File: config.mk
export PLATFORM = sky130hd
export DESIGN_NAME = ysyx_22050550_csrclint
export DESIGN_NICKNAME = d
export VERILOG_FILES = /design/src/rtl/ysyx_22050550_csrclint_pkg.sv /design/src/rtl/ysyx_22050550_Reg.sv /design/src/rtl/ysyx_22050550_csrclint_ClintTimer.sv /design/src/rtl/ysyx_22050550_csrclint.sv
export SDC_FILE = /design/constraint.sdc
export NUM_CORES = 1
export LEC_CHECK = 0
export BUFFER_PORTS_ARGS = -buffer_cell sky130_fd_sc_hd__clkbuf_2
export CORE_AREA = 2 2 439 441
export DETAILED_ROUTE_END_ITERATION = 8
export DIE_AREA = 0 0 441 443
export GPL_TIMING_DRIVEN = 0
export HOLD_SLACK_MARGIN = 0.12
export MAX_ROUTING_LAYER = met4
export PLACE_DENSITY = 0.37
export SLEW_MARGIN = 20
export SYNTH_ARGS = -nofsm -noshare
export SYNTH_HDL_FRONTEND = slang
export SYNTH_HIERARCHICAL = 1
export SYNTH_SLANG_ARGS = --single-unit
File: constraint.sdc
create_clock -name clock -period 3.4 [get_ports clock]
set_input_delay 0.51 -clock clock [delete_from_list [all_inputs] [get_ports clock]]
set_output_delay 0.51 -clock clock [all_outputs]
set_load 0.05 [all_outputs]
File: src/rtl/ysyx_22050550_csrclint_pkg.sv
// ysyx_22050550_csrclint_pkg: shared CSR enable indices, reset constants, CLINT offsets and byte-merge helper
package ysyx_22050550_csrclint_pkg;
  localparam int CSR_MEPC = 0;
  localparam int CSR_MCAUSE = 1;
  localparam int CSR_MTVEC = 2;
  localparam int CSR_MSTATUS = 3;
  localparam int CSR_MIE = 4;
  localparam int CSR_MIP = 5;
  localparam int MIP_MTIP = 7;
  localparam logic [63:0] MSTATUS_RST = 64'h0000_000a_0000_1800;
  localparam logic [15:0] CLINT_MTIMECMP_OFF = 16'h4000;
  localparam logic [15:0] CLINT_MTIME_OFF = 16'hBFF8;
  function automatic logic [63:0] byte_merge(input logic [63:0] old, input logic [63:0] din, input logic [7:0] strb);
    byte_merge = old;
    for (int i = 0; i < 8; i++) if (strb[i]) byte_merge[8*i+:8] = din[8*i+:8];
  endfunction
endpackage

File: src/rtl/ysyx_22050550_Reg.sv
// ysyx_22050550_Reg: W-bit flop with sync active-high reset to RST and load enable (clock, reset, i_wen, i_d -> o_q)
module ysyx_22050550_Reg #(
  parameter int W = 1,
  parameter logic [W-1:0] RST = '0
) (
  input  logic         clock,
  input  logic         reset,
  input  logic         i_wen,
  input  logic [W-1:0] i_d,
  output logic [W-1:0] o_q
);
  always_ff @(posedge clock)
    if (reset) o_q <= RST;
    else if (i_wen) o_q <= i_d;
endmodule

File: src/rtl/ysyx_22050550_csrclint_ClintTimer.sv
// ysyx_22050550_ClintTimer: prescaler, mtime/mtimecmp with byte-strobe bus writes, read mux and compare rising-edge set pulse (i_* bus request -> o_set, o_rdata)
module ysyx_22050550_ClintTimer
  import ysyx_22050550_csrclint_pkg::*;
#(
  parameter int PRESCALE = 1,
  parameter logic [63:0] CLINT_BASE = 64'h0200_0000
) (
  input  logic        clock,
  input  logic        reset,
  input  logic        i_valid,
  input  logic        i_wen,
  input  logic [63:0] i_addr,
  input  logic [63:0] i_wdata,
  input  logic [7:0]  i_wstrb,
  output logic        o_set,
  output logic [63:0] o_rdata
);
  localparam int PW = PRESCALE > 1 ? $clog2(PRESCALE) : 1;
  logic [PW-1:0] r_pre, w_pre_d;
  logic [63:0] r_time, r_tcmp, w_time_d, w_tcmp_d;
  logic w_win, w_sel_cmp, w_sel_time, w_tick, w_cmp, r_cmp_q;
  always_comb begin
    w_win = i_valid && i_addr[63:16] == CLINT_BASE[63:16];
    w_sel_cmp = w_win && i_addr[15:0] == CLINT_MTIMECMP_OFF;
    w_sel_time = w_win && i_addr[15:0] == CLINT_MTIME_OFF;
    w_tick = r_pre == PW'(PRESCALE - 1);
    w_pre_d = w_tick ? '0 : r_pre + PW'(1);
    w_time_d = (w_sel_time && i_wen) ? byte_merge(r_time, i_wdata, i_wstrb) : r_time + {63'b0, w_tick};
    w_tcmp_d = byte_merge(r_tcmp, i_wdata, i_wstrb);
    w_cmp = r_time >= r_tcmp;
    o_set = w_cmp && !r_cmp_q;
    o_rdata = w_sel_cmp ? r_tcmp : w_sel_time ? r_time : '0;
  end
  ysyx_22050550_Reg #(.W(PW)) u_pre (.clock, .reset, .i_wen(1'b1), .i_d(w_pre_d), .o_q(r_pre));
  ysyx_22050550_Reg #(.W(64)) u_time (.clock, .reset, .i_wen(1'b1), .i_d(w_time_d), .o_q(r_time));
  ysyx_22050550_Reg #(.W(64)) u_tcmp (.clock, .reset, .i_wen(w_sel_cmp && i_wen), .i_d(w_tcmp_d), .o_q(r_tcmp));
  ysyx_22050550_Reg #(.W(1)) u_cmpq (.clock, .reset, .i_wen(1'b1), .i_d(w_cmp), .o_q(r_cmp_q));
endmodule

File: src/rtl/ysyx_22050550_csrclint.sv
// ysyx_22050550_csrclint: machine CSR file (wb* + wbcsren -> mepc..mip), retired PC, CLINT timer on dev_req/dev_resp bus with clintinterrupt pulse
module ysyx_22050550_csrclint
  import ysyx_22050550_csrclint_pkg::*;
#(
  parameter int PRESCALE = 1,
  parameter logic [63:0] CLINT_BASE = 64'h0200_0000
) (
  input  logic        clock,
  input  logic        reset,
  input  logic [63:0] wbmepc,
  input  logic [63:0] wbmcause,
  input  logic [63:0] wbmtvec,
  input  logic [63:0] wbmstatus,
  input  logic [63:0] wbmie,
  input  logic [63:0] wbmip,
  input  logic [7:0]  wbcsren,
  input  logic        retire_valid,
  input  logic [63:0] retire_pc,
  output logic [63:0] mepc,
  output logic [63:0] mcause,
  output logic [63:0] mtvec,
  output logic [63:0] mstatus,
  output logic [63:0] mie,
  output logic [63:0] mip,
  output logic [63:0] regfilepc,
  output logic        clintinterrupt,
  input  logic        dev_req_valid,
  output logic        dev_req_ready,
  input  logic        dev_req_wen,
  input  logic [63:0] dev_req_addr,
  input  logic [63:0] dev_req_wdata,
  input  logic [7:0]  dev_req_wstrb,
  output logic        dev_resp_valid,
  output logic [63:0] dev_resp_rdata
);
  logic [63:0] w_wb [5];
  logic [63:0] r_csr [5];
  logic [63:0] w_mip_d, w_rdata;
  logic w_set, w_unused;
  assign w_wb = '{wbmepc, wbmcause, wbmtvec, wbmstatus, wbmie};
  assign w_unused = ^wbcsren[7:6];
  for (genvar i = 0; i < 5; i++) begin : g_csr
    ysyx_22050550_Reg #(.W(64), .RST(i == CSR_MSTATUS ? MSTATUS_RST : 64'h0)) u_r (
      .clock, .reset, .i_wen(wbcsren[i]), .i_d(w_wb[i]), .o_q(r_csr[i]));
  end
  assign mepc = r_csr[CSR_MEPC];
  assign mcause = r_csr[CSR_MCAUSE];
  assign mtvec = r_csr[CSR_MTVEC];
  assign mstatus = r_csr[CSR_MSTATUS];
  assign mie = r_csr[CSR_MIE];
  assign dev_req_ready = 1'b1;
  // a timer set event wins over a same-cycle write-back for MTIP only
  always_comb begin
    w_mip_d = wbcsren[CSR_MIP] ? wbmip : mip;
    w_mip_d[MIP_MTIP] = w_mip_d[MIP_MTIP] | w_set;
  end
  ysyx_22050550_Reg #(.W(64)) u_mip (.clock, .reset, .i_wen(1'b1), .i_d(w_mip_d), .o_q(mip));
  ysyx_22050550_Reg #(.W(64)) u_pc (.clock, .reset, .i_wen(retire_valid), .i_d(retire_pc), .o_q(regfilepc));
  ysyx_22050550_Reg #(.W(1)) u_irq (.clock, .reset, .i_wen(1'b1), .i_d(w_set), .o_q(clintinterrupt));
  ysyx_22050550_Reg #(.W(1)) u_rv (.clock, .reset, .i_wen(1'b1), .i_d(dev_req_valid), .o_q(dev_resp_valid));
  ysyx_22050550_Reg #(.W(64)) u_rd (.clock, .reset, .i_wen(1'b1), .i_d(w_rdata), .o_q(dev_resp_rdata));
  ysyx_22050550_ClintTimer #(.PRESCALE(PRESCALE), .CLINT_BASE(CLINT_BASE)) u_timer (
    .clock, .reset,
    .i_valid(dev_req_valid), .i_wen(dev_req_wen), .i_addr(dev_req_addr),
    .i_wdata(dev_req_wdata), .i_wstrb(dev_req_wstrb),
    .o_set(w_set), .o_rdata(w_rdata));
endmodule

; ---- Yosys cells after proc, flatten, opt, wreduce, memory -nomap -nowiden
; Cells that the tools add are included.
[totals]
ff_bits = 644
wordCells = 73
[op_classes]
eq_ne = 11
reduce_logical = 16
magnitude_cmp = 1
mux = 12
bitwise = 2
n_addsub = 2
[op_table]
columns = cell, count
row1 = $mux 64, 3
row2 = $mux 8, 9
row3 = $add 64x1->64, 1
row4 = $ge 64x64->1, 1
row5 = $eq 48x10->1 const B, 1
row6 = $eq 16x15->1 const B, 1
row7 = $eq 16x16->1 const B, 1
row8 = $ne 2x2->1 const B, 8
row9 = $reduce_and 2->1, 8
row10 = $logic_and 1x1->1, 6
row11 = $reduce_or 2->1, 1
row12 = $add 1x1->1 const B, 1
row13 = $logic_not 1->1, 1
row14 = $not 1->1, 1
row15 = $or 1x1->1, 1

; ---- Depth between registers and ports, before layout
[logic_depth]
word_depth = 5
ltp_mapped = 12

; ---- By module
; The synthesis kept the hierarchy.
[by_module_without_submodules]
columns = mod, seq_area_each_um2, cells_per_inst, area_each_um2, instances
row1 = ysyx_22050550_Reg (g_csr[0].u_r ...), 1281.2, 206, 2290.9, 9
row2 = ysyx_22050550_ClintTimer, 0.0, 891, 5766.8, 1
row3 = ysyx_22050550_Reg (g_csr[3].u_r), 1281.2, 206, 2297.2, 1
row4 = ysyx_22050550_csrclint, 0.0, 74, 992.2, 1
row5 = ysyx_22050550_Reg (u_irq ...), 20.0, 3, 33.8, 4

; ---- Worst setup path before layout
; OpenSTA, ideal clock, no wires.
[synth_timing]
kind = in2reg
from = input port dev_req_addr[30]
to = register u_timer.u_tcmp.o_q[5]
path_stages = 12
setup_slack_ns = 0.440
n_path_buf = 5
arrival_time_ns = 2.832
required_ns = 3.272
path_cell_list = nor4_1 -> nand4_1 -> or4_4 -> buf_6 -> nor2_1 -> buf_4 -> buf_4 -> and2_1 -> buf_6 -> buf_8 -> mux2i_1 -> nor2_1
[synth_via]
elab_chain_len = 5
[synth_rtl]
columns = item, line_no
row1 = from (decl), ysyx_22050550_csrclint.sv:30  ; input logic [63:0] dev_req_addr,
row2 = $eq 48x10->1, ysyx_22050550_csrclint_ClintTimer.sv:23  ; w_win = i_valid && i_addr[63:16] == CLINT_BASE[63:16];
row3 = $logic_and 1x1->1, ysyx_22050550_csrclint_ClintTimer.sv:23
row4 = $logic_and 1x1->1, ysyx_22050550_csrclint_ClintTimer.sv:24  ; w_sel_cmp = w_win && i_addr[15:0] == CLINT_MTIMECMP_OFF;
row5 = $logic_and 1x1->1, ysyx_22050550_csrclint_ClintTimer.sv:36  ; ysyx_22050550_Reg #(.W(64)) u_tcmp (.clock, .reset, .i_wen(w_sel_cmp && i_wen), .i_d(w_tcmp_d), .o_q(r_tcmp));
row6 = $reduce_and 2->1 (no source line), n/a
row7 = to (signal assigned), ysyx_22050550_Reg.sv:14  ; else if (i_wen) o_q <= i_d;
row8 = to (decl), ysyx_22050550_Reg.sv:10  ; output logic [W-1:0] o_q
; Every way passes these cells.
; A chain may end at the register's enable or synchronous reset.

; ---- Worst setup path after layout
[layout_timing]
from = input port dev_req_addr[17]
to = register u_timer.u_tcmp.o_q[49]
; Same word-level chain as after synthesis.

==> results.md <==
- R2r setup slk: 0.25 ns
- Max_slew headroom: 26.15%
- Fraction of layout cells with a size suffix above 1: 30.88%
- Routed wl met3: 7563 um
- Largest net degree at the start of global routing: 14
- Final Setup Violations: 0
- Final ANT Viol Nets: 0
- First-pass GRT wire length: 211100 um
- Seq/Total Area, Yosys: 43.25%
- Critical Path AT: 3.84 ns
- Pwr/cell area: 462.9 nW/um^2
- Syn_area_per_cell: 9.816 sq um
- H-tree depth: 3
- Top post-synthesis cells by area: dfxtp_1 (43%), mux2i_1 (22%), nor2_1 (8.6%)
- Main synth FF type: dfxtp_1
- Dominant cell type by area after synthesis: dfxtp_1
- Die Area: 195400 sq um
- Die W: 441 um
- Max Cap Violations: 0
- Vias per cell: 3.949
- Initial antenna violation count: 36
- Overflow after GRT: 0
- Period Utilization, post-route: 95.96%
- I/O pin cnt: 1112
- CP most frequent cell: buf_6
- Critical Path RT: 3.97 ns
- Util after Layout: 24.22%
- Multiplexer area fraction after synthesis: 24.71%
- Most instantiated cells after synthesis: nor2_1 (684), dfxtp_1 (644), mux2i_1 (642)
- Number of global-route vias before repair: 28570
- Synth Instances: 3037
- Number of synthesized flops with an enable pin: 0
- Max clock buf depth: 3
- GP Congestion: 0.8823
- Compound-cell area share of the yosys netlist: 7.971%
- CP Cell Sequence: clkbuf_2 > nor4_4 > nand4_1 > buf_4 > or4_4 > buf_6 > nor2_1 > buf_6 > buf_4 > and2_1 > buf_6 > buf_8 > mux2i_1 > nor2_1
- Crit-path max FO: 10
- Yosys reg bits: 644
- FP Rows: 161
- Critical path class: input pin to flop
- Kind of cell adding the most delay to the critical path: simple AND/OR/NAND/NOR gates
- Initial Utilization: 15.59%
- Post-place setup slack: -1.134 ns
- GRT Total Usage: 15.36%
- # DRC: 0
- Pre-Repair DR Iteration Count: 6
- CTS buffer count: 88
- Leakage: 21.38 nW
- Asr flop ratio synth: 0%
- Status: completed
- Hold WC Path Type: input pin to flop
- WL final: 152000 um
- Initial DRC Count: 1453
- Root Buffer: clkbuf_16
- DR vias: 28870
- DR WL/cell: 20.80 um
- CP max stage delay: 0.65 ns
- CTS tree: built
- Core area: 191200 sq um
- Fin. max-slew vios: 0
- Skew-Pair Late Insertion Delay: 0.73 ns
- Max Used Layer: met4
- Fillers: 20950
- CP max stage cell: or4_4
- Slew @ Worst Pin: 1.108 ns
- Clk pin slew, worst setup/hold paths: 0.06 ns
- Port bufs: 1098
- PnR worst setup slack: 0.1375 ns
- CP bufs+invs: 7
- Wl on met1: 62380 um
- DIE HEIGHT: 443 um
- Clock Skews: 0.02601 ns
- Worst setup SP type: input pin
- Main combinational cell family by area after synthesis: multiplexers
- Peak Freq: 0.3065 GHz
- Yosys cell types: 75
- Detailed Place HPWL: 122000 um
- CTS sink cnt: 644
- Yosys top cell area share: 43.25%
- VDD IR max: 0.3619 mV
- Post-synthesis xor/xnor area fraction: 0%
- Synth Area in Simple Gates: 14.79%
- Metal2 WL: 75440 um
- Fin crit period: 3.263 ns
- Synthesis Warnings: 6
- Adder-Cell Fraction of Synth Area: 2.770%
- Fin nets: 5364
- Cell with the most instances after synthesis: nor2_1
- CP endpoint kind: flop
- Area grow syn2layout: 55.35%
- Netlist Area Pre-Place: 29810 sq um
- Final hold vios: 0
## where the power goes
group | switching [mW] | internal (mW) | total (mW) | leakage (nW)
combinational | 2.36 | 1.37 | 3.73 | 14.7
clock | 3.92 | 5.71 | 9.63 | 1.45
sequential | 0.208 | 7.87 | 8.08 | 5.28
## final cells by class
type	instances	area [sq um]	area share, %
Multi-Input combinational cell	2119	15070	32.55
Sequential cell	644	12890	27.84
Timing Repair Buffer	1568	10220	22.07
Tap cell	2526	3161	6.825
Clock buffer	125	2512	5.425
Buffer	200	1635	3.531
Clock inverter	34	480.5	1.037
Inverter	80	300.3	0.6484
Antenna cell	14	35.03	0.07565
## layout by cell type, fill, tap and decap left out, types with 16 or more instances in the layout
cell / n
clkbuf_16: 89
clkbuf_1: 52
nor2_1: 684
mux2i_1: 642
o21ai_0: 88
and3_1: 26
dlygate4sd3_1: 465
nand4_1: 31
buf_2: 17
ha_1: 66
mux2_2: 18
inv_1: 80
nor4_1: 16
mux2_4: 49
buf_6: 20
nand2_1: 125
nand3_1: 36
dfxtp_1: 644
buf_8: 59
buf_1: 54
clkbuf_2: 1107
a21oi_1: 52
o221a_2: 17
a22o_1: 64
## worst register-to-register path, stage by stage, from the launching register on
cell      delay, ns
dfxtp_1        0.39
ha_1           0.34
nand4_1        0.20
or3_1          0.45
or3_1          0.43
o211ai_1       0.21
a211oi_2       0.11
nor3_2         0.64
a211o_1        0.19
mux2i_1        0.07
nor2_1         0.08
## sequential cells by signal (all words and copies together) (netlist names)
register and count:
u_rv/o_q 1, u_timer/u_cmpq/o_q 1, u_rd/o_q 64, u_timer/u_tcmp/o_q 64, u_mip/o_q 64, u_timer/u_time/o_q 64, g_csr.u_r/o_q 320, u_irq/o_q 1
u_timer/u_pre/o_q 1, u_pc/o_q 64
## cell families after synthesis
| kind of cell | Yosys count |
|---|---|
| AO/OA/AOI/OAI | 327 |
| adder cells (fa/ha/maj) | 66 |
| buffers and inverters | 280 |
| flip-flops | 644 |
| multiplexers | 709 |
| other | 3 |
| AND/OR/NAND/NOR | 1008 |
## final timing paths
kind	startpoint	endpoint	cells after the start
hold / removal	wbcsren[4]	g_csr[4].u_r/o_q[1]	3
setup / recovery	dev_req_addr[17]	u_timer/u_tcmp/o_q[49]	14
hold reg to reg	g_csr[1].u_r/o_q[21]	g_csr[1].u_r/o_q[21]	2
setup reg to reg	u_timer/u_time/o_q[45]	u_mip/o_q[7]	10
## layer usage
| metal | GRT usage, % | vias up |
|---|---|---|
| li1 | - | 13980 |
| met4 | 6.533 | 0 |
| met5 | - | - |
| met3 | 2.767 | 246 |
| met2 | 26.30 | 845 |
| met1 | 17.42 | 13800 |
## what timing repair did
action                     4_1_cts  5_1_grt
hold buffers                   465        0
pin swaps                        0        2
gates cloned                     0        0
buffers inserted                 0        4
hold endpoints to repair       452        0
resized for setup                6        2
setup endpoints to repair      145       75
## through the flow
| stage | instance area [sq um] | hold slack [ns] | instances | TNS [ns] | power (mW) |
|---|---|---|---|---|---|
| CTS | 46210 | 0.1203 | 7292 | 0 | 21.82 |
| floorplan | 29830 | 0.4833 | 3043 | 0 | 10.28 |
| global placement | 38490 | 0.4733 | 6667 | -184.78 | 11.47 |
| global route | 46300 | 0.1531 | 7307 | -0.01233 | 22.35 |
| finish | 46310 | 0.1927 | 7310 | 0 | 21.44 |
| detailed placement | 38520 | 0.4802 | 6668 | -178.39 | 11.48 |
Power figures use the tool's default switching activity.
